--- src/rtl/fb_pkg.sv ---
// Shared definitions for the framebuffer arbiter: default geometry and the
// clear-engine state encoding.
package fb_pkg;

   localparam int ADDR_W_DEF   = 13;
   localparam int DATA_W_DEF   = 8;
   localparam int FB_WORDS_DEF = 4800;

   typedef enum logic {
      IDLE  = 1'b0,
      CLEAR = 1'b1
   } fb_state_e;

endpackage

--- src/rtl/fb_arbiter_if.sv ---
// Bus bundle between the framebuffer arbiter (slave side), its clients and the
// single-port RAM (master side).
interface fb_arbiter_if #(
   parameter int ADDR_W = fb_pkg::ADDR_W_DEF,
   parameter int DATA_W = fb_pkg::DATA_W_DEF
);
   logic              disp_req;
   logic [ADDR_W-1:0] disp_addr;
   logic [DATA_W-1:0] disp_data;
   logic              disp_valid;

   logic              wr_valid;
   logic              wr_ready;
   logic [ADDR_W-1:0] wr_addr;
   logic [DATA_W-1:0] wr_data;

   logic              clear_start;
   logic              clear_busy;

   logic              ram_en;
   logic              ram_we;
   logic [ADDR_W-1:0] ram_addr;
   logic [DATA_W-1:0] ram_wdata;
   logic [DATA_W-1:0] ram_rdata;

   modport slave (
      input  disp_req, disp_addr, wr_valid, wr_addr, wr_data, clear_start, ram_rdata,
      output disp_data, disp_valid, wr_ready, clear_busy,
             ram_en, ram_we, ram_addr, ram_wdata
   );

   modport master (
      output disp_req, disp_addr, wr_valid, wr_addr, wr_data, clear_start, ram_rdata,
      input  disp_data, disp_valid, wr_ready, clear_busy,
             ram_en, ram_we, ram_addr, ram_wdata
   );
endinterface

--- src/rtl/fb_wr_fifo.sv ---
// Synchronous first-word-fall-through FIFO holding queued {addr, data} writes.
// Push while full and pop while empty are ignored.
module fb_wr_fifo #(
   parameter int WIDTH = 8,
   parameter int DEPTH = 4
) (
   input  logic             clk,
   input  logic             rst,
   input  logic             push,
   input  logic [WIDTH-1:0] wdata,
   input  logic             pop,
   output logic [WIDTH-1:0] rdata,
   output logic             full,
   output logic             empty
);
   localparam int PTR_W = $clog2(DEPTH);

   logic [WIDTH-1:0] mem [DEPTH];
   logic [PTR_W-1:0] wr_ptr, rd_ptr;
   logic [PTR_W:0]   count;
   logic             do_push, do_pop;

   assign full    = (count == (PTR_W+1)'(DEPTH));
   assign empty   = (count == '0);
   assign do_push = push && !full;
   assign do_pop  = pop && !empty;
   assign rdata   = mem[rd_ptr];

   always_ff @(posedge clk or negedge rst) begin
      if (!rst) begin
         wr_ptr <= '0;
         rd_ptr <= '0;
         count  <= '0;
      end else begin
         if (do_push) wr_ptr <= wr_ptr + 1'b1;
         if (do_pop)  rd_ptr <= rd_ptr + 1'b1;
         case ({do_push, do_pop})
            2'b10:   count <= count + 1'b1;
            2'b01:   count <= count - 1'b1;
            default: count <= count;
         endcase
      end
   end

   always_ff @(posedge clk) begin
      if (do_push) mem[wr_ptr] <= wdata;
   end

endmodule

--- src/rtl/fb_arbiter.sv ---
// Single-port framebuffer RAM arbiter: display reads > clear engine > queued writes.
// Clear engine is built only when FB_ARBITER_CLEAR_EN is defined.
module fb_arbiter
   import fb_pkg::*;
#(
   parameter int ADDR_W      = ADDR_W_DEF,
   parameter int DATA_W      = DATA_W_DEF,
   parameter int FB_WORDS    = FB_WORDS_DEF,
   parameter int FIFO_DEPTH  = 4,
   parameter int CLEAR_VALUE = 0
) (
   input  logic         clk,
   input  logic         rst,
   fb_arbiter_if.slave  ifc
);
   localparam int                 ENTRY_W    = ADDR_W + DATA_W;
   localparam logic [ADDR_W:0]    ADDR_LIMIT = (ADDR_W+1)'(FB_WORDS);
   localparam logic [DATA_W-1:0]  CLR_WORD   = DATA_W'(CLEAR_VALUE);

   logic               fifo_full, fifo_empty, push, pop;
   logic [ENTRY_W-1:0] fifo_head;
   logic [ADDR_W-1:0]  head_addr;
   logic [DATA_W-1:0]  head_data;
   logic               head_in_range;
   logic               rdy_q;
   logic               clr_active, clr_we;
   logic [ADDR_W-1:0]  clr_addr;
   logic               vld_p0, vld_p1;
   logic [DATA_W-1:0]  disp_data_p1;
   logic               ram_en, ram_we;
   logic [ADDR_W-1:0]  ram_addr;
   logic [DATA_W-1:0]  ram_wdata;

   // Ready is held low until the first clock after reset release.
   always_ff @(posedge clk or negedge rst) begin
      if (!rst) rdy_q <= 1'b0;
      else      rdy_q <= 1'b1;
   end

   assign ifc.wr_ready = rdy_q && !fifo_full;
   assign push         = ifc.wr_valid && ifc.wr_ready;
   assign pop          = !fifo_empty && !clr_active && !ifc.disp_req;
   assign {head_addr, head_data} = fifo_head;
   assign head_in_range = ({1'b0, head_addr} < ADDR_LIMIT);

   fb_wr_fifo #(
      .WIDTH (ENTRY_W),
      .DEPTH (FIFO_DEPTH)
   ) u_wr_fifo (
      .clk   (clk),
      .rst   (rst),
      .push  (push),
      .wdata ({ifc.wr_addr, ifc.wr_data}),
      .pop   (pop),
      .rdata (fifo_head),
      .full  (fifo_full),
      .empty (fifo_empty)
   );

`ifdef FB_ARBITER_CLEAR_EN
   localparam logic [ADDR_W-1:0] LAST_ADDR = ADDR_W'(FB_WORDS - 1);

   fb_state_e         state_q, state_d;
   logic [ADDR_W-1:0] clr_cnt_q, clr_cnt_d;

   always_ff @(posedge clk or negedge rst) begin
      if (!rst) begin
         state_q   <= IDLE;
         clr_cnt_q <= '0;
      end else begin
         state_q   <= state_d;
         clr_cnt_q <= clr_cnt_d;
      end
   end

   // The counter only advances in cycles the display leaves free.
   always_comb begin
      state_d   = state_q;
      clr_cnt_d = clr_cnt_q;
      clr_we    = 1'b0;
      case (state_q)
         IDLE: begin
            if (ifc.clear_start) state_d = CLEAR;
         end
         CLEAR: begin
            if (!ifc.disp_req) begin
               clr_we = 1'b1;
               if (clr_cnt_q == LAST_ADDR) begin
                  state_d   = IDLE;
                  clr_cnt_d = '0;
               end else begin
                  clr_cnt_d = clr_cnt_q + 1'b1;
               end
            end
         end
         default: state_d = IDLE;
      endcase
   end

   assign clr_active     = (state_q == CLEAR);
   assign clr_addr       = clr_cnt_q;
   assign ifc.clear_busy = clr_active;
`else
   logic clear_unused;

   assign clear_unused   = ifc.clear_start ^ (|CLR_WORD);
   assign clr_active     = 1'b0;
   assign clr_we         = 1'b0;
   assign clr_addr       = '0;
   assign ifc.clear_busy = 1'b0;
`endif

   always_comb begin
      ram_en    = 1'b0;
      ram_we    = 1'b0;
      ram_addr  = '0;
      ram_wdata = '0;
      if (ifc.disp_req) begin
         ram_en   = 1'b1;
         ram_addr = ifc.disp_addr;
      end else if (clr_we) begin
         ram_en    = 1'b1;
         ram_we    = 1'b1;
         ram_addr  = clr_addr;
         ram_wdata = CLR_WORD;
      end else if (pop && head_in_range) begin
         ram_en    = 1'b1;
         ram_we    = 1'b1;
         ram_addr  = head_addr;
         ram_wdata = head_data;
      end
   end

   assign ifc.ram_en    = ram_en;
   assign ifc.ram_we    = ram_we;
   assign ifc.ram_addr  = ram_addr;
   assign ifc.ram_wdata = ram_wdata;

   // p0: read issued last cycle, RAM data present now
   // p1: read data registered toward the display
   always_ff @(posedge clk or negedge rst) begin
      if (!rst) begin
         vld_p0       <= 1'b0;
         vld_p1       <= 1'b0;
         disp_data_p1 <= '0;
      end else begin
         vld_p0 <= ifc.disp_req;
         vld_p1 <= vld_p0;
         if (vld_p0) disp_data_p1 <= ifc.ram_rdata;
      end
   end

   assign ifc.disp_valid = vld_p1;
   assign ifc.disp_data  = disp_data_p1;

endmodule

--- src/flat_wrapper.sv ---
// flat-port wrapper written by rule: the top's interface ports become plain ports
module fb_arbiter_flat import fb_pkg::*;
#(
   parameter int ADDR_W      = ADDR_W_DEF,
   parameter int DATA_W      = DATA_W_DEF,
   parameter int FB_WORDS    = FB_WORDS_DEF,
   parameter int FIFO_DEPTH  = 4,
   parameter int CLEAR_VALUE = 0
)
  (clk, rst, ifc_disp_req, ifc_disp_addr, ifc_wr_valid, ifc_wr_addr, ifc_wr_data, ifc_clear_start, ifc_ram_rdata, ifc_disp_data, ifc_disp_valid, ifc_wr_ready, ifc_clear_busy, ifc_ram_en, ifc_ram_we, ifc_ram_addr, ifc_ram_wdata);
  fb_arbiter_if #(.ADDR_W(ADDR_W), .DATA_W(DATA_W)) ifc_i ();
  input  logic clk;
  input  logic rst;
  input wire logic [$bits(ifc_i.disp_req)-1:0] ifc_disp_req;
  input wire logic [$bits(ifc_i.disp_addr)-1:0] ifc_disp_addr;
  input wire logic [$bits(ifc_i.wr_valid)-1:0] ifc_wr_valid;
  input wire logic [$bits(ifc_i.wr_addr)-1:0] ifc_wr_addr;
  input wire logic [$bits(ifc_i.wr_data)-1:0] ifc_wr_data;
  input wire logic [$bits(ifc_i.clear_start)-1:0] ifc_clear_start;
  input wire logic [$bits(ifc_i.ram_rdata)-1:0] ifc_ram_rdata;
  output wire logic [$bits(ifc_i.disp_data)-1:0] ifc_disp_data;
  output wire logic [$bits(ifc_i.disp_valid)-1:0] ifc_disp_valid;
  output wire logic [$bits(ifc_i.wr_ready)-1:0] ifc_wr_ready;
  output wire logic [$bits(ifc_i.clear_busy)-1:0] ifc_clear_busy;
  output wire logic [$bits(ifc_i.ram_en)-1:0] ifc_ram_en;
  output wire logic [$bits(ifc_i.ram_we)-1:0] ifc_ram_we;
  output wire logic [$bits(ifc_i.ram_addr)-1:0] ifc_ram_addr;
  output wire logic [$bits(ifc_i.ram_wdata)-1:0] ifc_ram_wdata;
  assign ifc_i.disp_req = ifc_disp_req;
  assign ifc_i.disp_addr = ifc_disp_addr;
  assign ifc_i.wr_valid = ifc_wr_valid;
  assign ifc_i.wr_addr = ifc_wr_addr;
  assign ifc_i.wr_data = ifc_wr_data;
  assign ifc_i.clear_start = ifc_clear_start;
  assign ifc_i.ram_rdata = ifc_ram_rdata;
  assign ifc_disp_data = ifc_i.disp_data;
  assign ifc_disp_valid = ifc_i.disp_valid;
  assign ifc_wr_ready = ifc_i.wr_ready;
  assign ifc_clear_busy = ifc_i.clear_busy;
  assign ifc_ram_en = ifc_i.ram_en;
  assign ifc_ram_we = ifc_i.ram_we;
  assign ifc_ram_addr = ifc_i.ram_addr;
  assign ifc_ram_wdata = ifc_i.ram_wdata;
  fb_arbiter #(.ADDR_W(ADDR_W), .DATA_W(DATA_W), .FB_WORDS(FB_WORDS), .FIFO_DEPTH(FIFO_DEPTH), .CLEAR_VALUE(CLEAR_VALUE)) u_core (.clk(clk), .rst(rst), .ifc(ifc_i));
endmodule
--- config.mk ---
export PLATFORM = sky130hd
export DESIGN_NAME = fb_arbiter_flat
export DESIGN_NICKNAME = d
export VERILOG_FILES = /design/src/rtl/fb_pkg.sv /design/src/rtl/fb_arbiter_if.sv /design/src/rtl/fb_wr_fifo.sv /design/src/rtl/fb_arbiter.sv /design/src/flat_wrapper.sv
export SDC_FILE = /design/constraint.sdc
export NUM_CORES = 1
export LEC_CHECK = 0
export BUFFER_PORTS_ARGS = -buffer_cell sky130_fd_sc_hd__buf_2
export CAP_MARGIN = 20
export CORE_ASPECT_RATIO = 1.25
export CORE_MARGIN = 2
export CORE_UTILIZATION = 45
export CTS_BUF_LIST = sky130_fd_sc_hd__clkbuf_4
export CTS_CLUSTER_DIAMETER = 200
export DETAILED_ROUTE_END_ITERATION = 8
export PLACE_DENSITY = 0.76
export SLEW_MARGIN = 30
export SYNTH_ARGS = -nofsm -noshare
export SYNTH_HDL_FRONTEND = slang
export SYNTH_SLANG_ARGS = --single-unit
--- constraint.sdc ---
create_clock -name clk -period 3 [get_ports clk]
set_clock_uncertainty 0.2 [all_clocks]
set_input_delay 0.6 -clock clk [delete_from_list [all_inputs] [get_ports clk]]
set_output_delay 0.6 -clock clk [all_outputs]
set_load 0.05 [all_outputs]
==> impl_metrics.ini <==
[outcome]
run_status = complete, but fails checks
violations_in_the_final_reports = setup timing

[setup_path]
max_stage_delay_ns = 0.54
crit_path_max_fanout = 9
critical_path.cell_chain = buf_12 -> buf_4 -> mux4_2 -> a311oi_4 -> buf_6 -> and2_2 -> buf_6
worst_setup_path_end_kind = primary output
critical_path_arrival_ns = 2.61
crit_required_ns = 2.20
critPathLaunchType = flop
crit_path_max_delay_cell_type = sky130_fd_sc_hd__mux4_2
timing.setup.critical_path_class = reg2out
cp_common_cell = sky130_fd_sc_hd__buf_6

[floorplanning]
io_pins = 81
die_y_microns = 110.7
initial_cell_density_of_the_core_pct = 46.87
design.die.area_sq_um = 9896
die-width_microns = 89.38
rows = 38
design.core.area_sq_um = 8748

[drt]
via_count = 2228
drt.antenna.violating_nets = 0
detail_route.vias_per_cell = 5.087
drt_drc_violations_left = 0
drt-wirelength-per-cell_microns = 17.04
detail_route.first_pass.iterations = 4
detailedRoute.firstIterationViolations = 104
routed_wirelength_microns = 7462

[global_route]
grt.total_usage_pct = 16.32
grt_pass1_vias = 2411
antenna_found_initial = 0
gr-total-overflow = 0
grt_pass1_wl_microns = 11800
grt_max_degree = 19

[power_and_ir_drop]
p_switching_mw = 1.628
total_power_mw = 4.579
comb_power_share_pct = 45.5
power.density_cell_area_nw_per_um2 = 895.9
largest_voltage_drop_on_the_vdd_net_mv = 0.3716
share_clk_of_total_power_pct = 14.7
seq_pwr_share_pct = 39.9
netSwitchingFraction_pct = 35.55
internal_power_mw = 2.951
leakagePower_nw = 1.974

[synth]
ys_types = 29
synthesized_area_per_cell_sq_um = 19.90
synth-warning-count = 0
synth_async_sr_flop_share_pct = 17.65
post_synth_mux_area_share_pct = 14.25
yosys_most_used_dff = sky130_fd_sc_hd__edfxtp_1
postSynthNetCount = 259
synth-compound-area-share_pct = 4.028
xor_xnor_cell_area_share_of_the_yosys_netlist_pct = 1.282
synth_cells = 206
post_synth_fa_ha_maj_area_fraction_pct = 2.014
main_combinational_cell_family_by_area_after_synthesis = multiplexers
syn_area_sq_um = 4100
synth_simple_gate_area_share_pct = 3.357
ys_ff_latch = 102
synth_enable_flop_cells = 84
synth-seq-area-share_pct = 72.51

[sta]
period_minus_slack_ns = 3.413
fmaxAchievable_ghz = 0.2930
setup-violations-final = 21
rsz0062_at_grt = true
final-hold-violation-count = 0
finalCritPeriodShare_pct = 113.8
final-max-slew-violation-count = 0
setup_slack_ns = -0.4131

[layout]
layoutNonFillerInstCount = 438
drive_above_1_share_pct = 50.94
register_area_sq_um = 2974
fillerInstances = 698
design.final.nets = 366
multi_input_combinational_cell_area_sq_um = 1050
most_common_cell_after_layout_fill_and_taps_aside = sky130_fd_sc_hd__edfxtp_1
layout.cells.most_common_list = sky130_fd_sc_hd__edfxtp_1 (84), sky130_fd_sc_hd__buf_2 (57), sky130_fd_sc_hd__buf_4 (23), sky130_fd_sc_hd__mux4_2 (21), sky130_fd_sc_hd__buf_6 (21)
diodes = 0
syn_to_final_growth_pct = 24.66

[clock_tree]
clock_latency_ns = 0.43
clkSinkCount = 102
tritoncts_clock_tree = yes
cts.path.max_buffers = 2
root_buffer = sky130_fd_sc_hd__clkbuf_4
tritoncts.num_buffers = 9
worst_setup_hold_path_clk_slew_ns = 0.14
cts.htree.levels = 3

[placement]
port_buffer_count = 78
place.gp.congestion = 0.7281
placed_cells_incl_taps = 417
detailed_place_hpwl_microns = 5147

[hold_path]
hold_path_class = in2reg

[run]
maxCapViolCount = 0
cell families after synthesis:
logic type / after synthesis
flops: 102
mux: 31
simple gates: 24
buf+inv: 18
compound gates: 17
fa+ha+maj: 6
xor+xnor: 6
other cells: 2
synthesized netlist by cell type (3+ instances only):
cell	instances	share of area, %
sky130_fd_sc_hd__edfxtp_1	84	62
sky130_fd_sc_hd__dfrtp_1	18	11
sky130_fd_sc_hd__a22o_1	10	2.1
sky130_fd_sc_hd__mux2_2	9	2.5
sky130_fd_sc_hd__nand2_1	4	0.37
sky130_fd_sc_hd__nor2_1	3	0.27
sky130_fd_sc_hd__clkbuf_1	4	0.37
sky130_fd_sc_hd__and2_1	9	1.4
sky130_fd_sc_hd__a32o_1	3	0.73
sky130_fd_sc_hd__inv_1	8	0.73
sky130_fd_sc_hd__mux4_2	21	12
sky130_fd_sc_hd__xnor2_1	4	0.85
sky130_fd_sc_hd__ha_1	5	1.5
sky130_fd_sc_hd__and3_1	4	0.61
power groups by stage:
stage                     sequential (mW)  clock (mW)  combinational, mW
after global routing                 1.84       0.746               2.22
final                                1.83       0.671               2.08
after detailed placement             1.86           0               1.86
after global placement               1.85           0               1.83
after CTS                            1.83       0.695               2.09
after floorplan                      1.85           0               1.32
worst paths after layout:
path                                       startpoint                     endpoint  slack, ns  cells past startpoint
max                        u_core.u_wr_fifo.rd_ptr[0]             ifc_ram_wdata[5]      -0.41                      7
min                                   ifc_wr_addr[11]  u_core.u_wr_fifo.mem[2][19]       0.18                      1
max reg2reg                 u_core.u_wr_fifo.count[0]    u_core.u_wr_fifo.count[1]       0.62                      8
min reg2reg                   u_core.ifc.disp_data[7]      u_core.ifc.disp_data[7]       0.32                      1
max in group asynchronous                         rst   u_core.u_wr_fifo.rd_ptr[1]       1.90                      2
min in group asynchronous                         rst      u_core.ifc.disp_data[6]       0.40                      2
sequential cells by signal (all words and copies together), names as in the netlist:
name                     cells
u_core.u_wr_fifo.mem        84
u_core.ifc.disp_data         8
u_core.u_wr_fifo.count       3
u_core.u_wr_fifo.rd_ptr      2
u_core.u_wr_fifo.wr_ptr      2
u_core.ifc.disp_valid        1
u_core.rdy_q                 1
u_core.vld_p0                1
metrics by stage:
step                hold WS (ns)  setup TNS, ns  worst slack [ns]  util [%]  instance area (sq um)
floorplan                 0.1044        -0.2355          -0.02695         -                   4111
global placement          0.2829         -1.480           -0.1418     54.66                   4782
detailed placement        0.2899         -1.942           -0.1579     54.66                   4782
CTS                       0.1396         -8.522           -0.4527     58.31                   5101
global route              0.1432         -10.16           -0.5278     58.42                   5111
finish                    0.1755         -7.563           -0.4131     58.42                   5111
what timing repair did:
item                                   CTS  global route
setup endpoints to repair               21            21
pin swaps                                2             1
hold buffers                             1             0
gates cloned                             0             0
endpoints found under the hold margin   18             0
buffers inserted                         4             0
gates resized for setup                 46             4
critical path: cells and delay by family, from the launching register on:
kind / cells / cell delay [ns]
and+or+nand+nor: 1 / 0.16
DFF: 1 / 0.40
buffers and inverters: 4 / 0.63
muxes: 1 / 0.54
AOI/OAI and AO/OA: 1 / 0.44
layout make-up:
cell class              instances  area share (%)
clock buffers                  11           1.616
clock inverters                 5          0.9792
inverters                       8          0.5875
multi-input cells              86           20.54
flip-flops and latches        102           58.19
well taps                     120           2.938
repair buffers                106           15.15
routing by layer:
layer / part of all wire (%) / track usage [%] / routed length (microns)
met2: 54 / 27.65 / 4005
met5: 0 / 0 / 0
met4: 1.6 / 6.965 / 116
met3: 4.9 / 4.021 / 367
met1: 40 / 19.35 / 2973
Note: power is estimated with default switching activity, not from simulation.
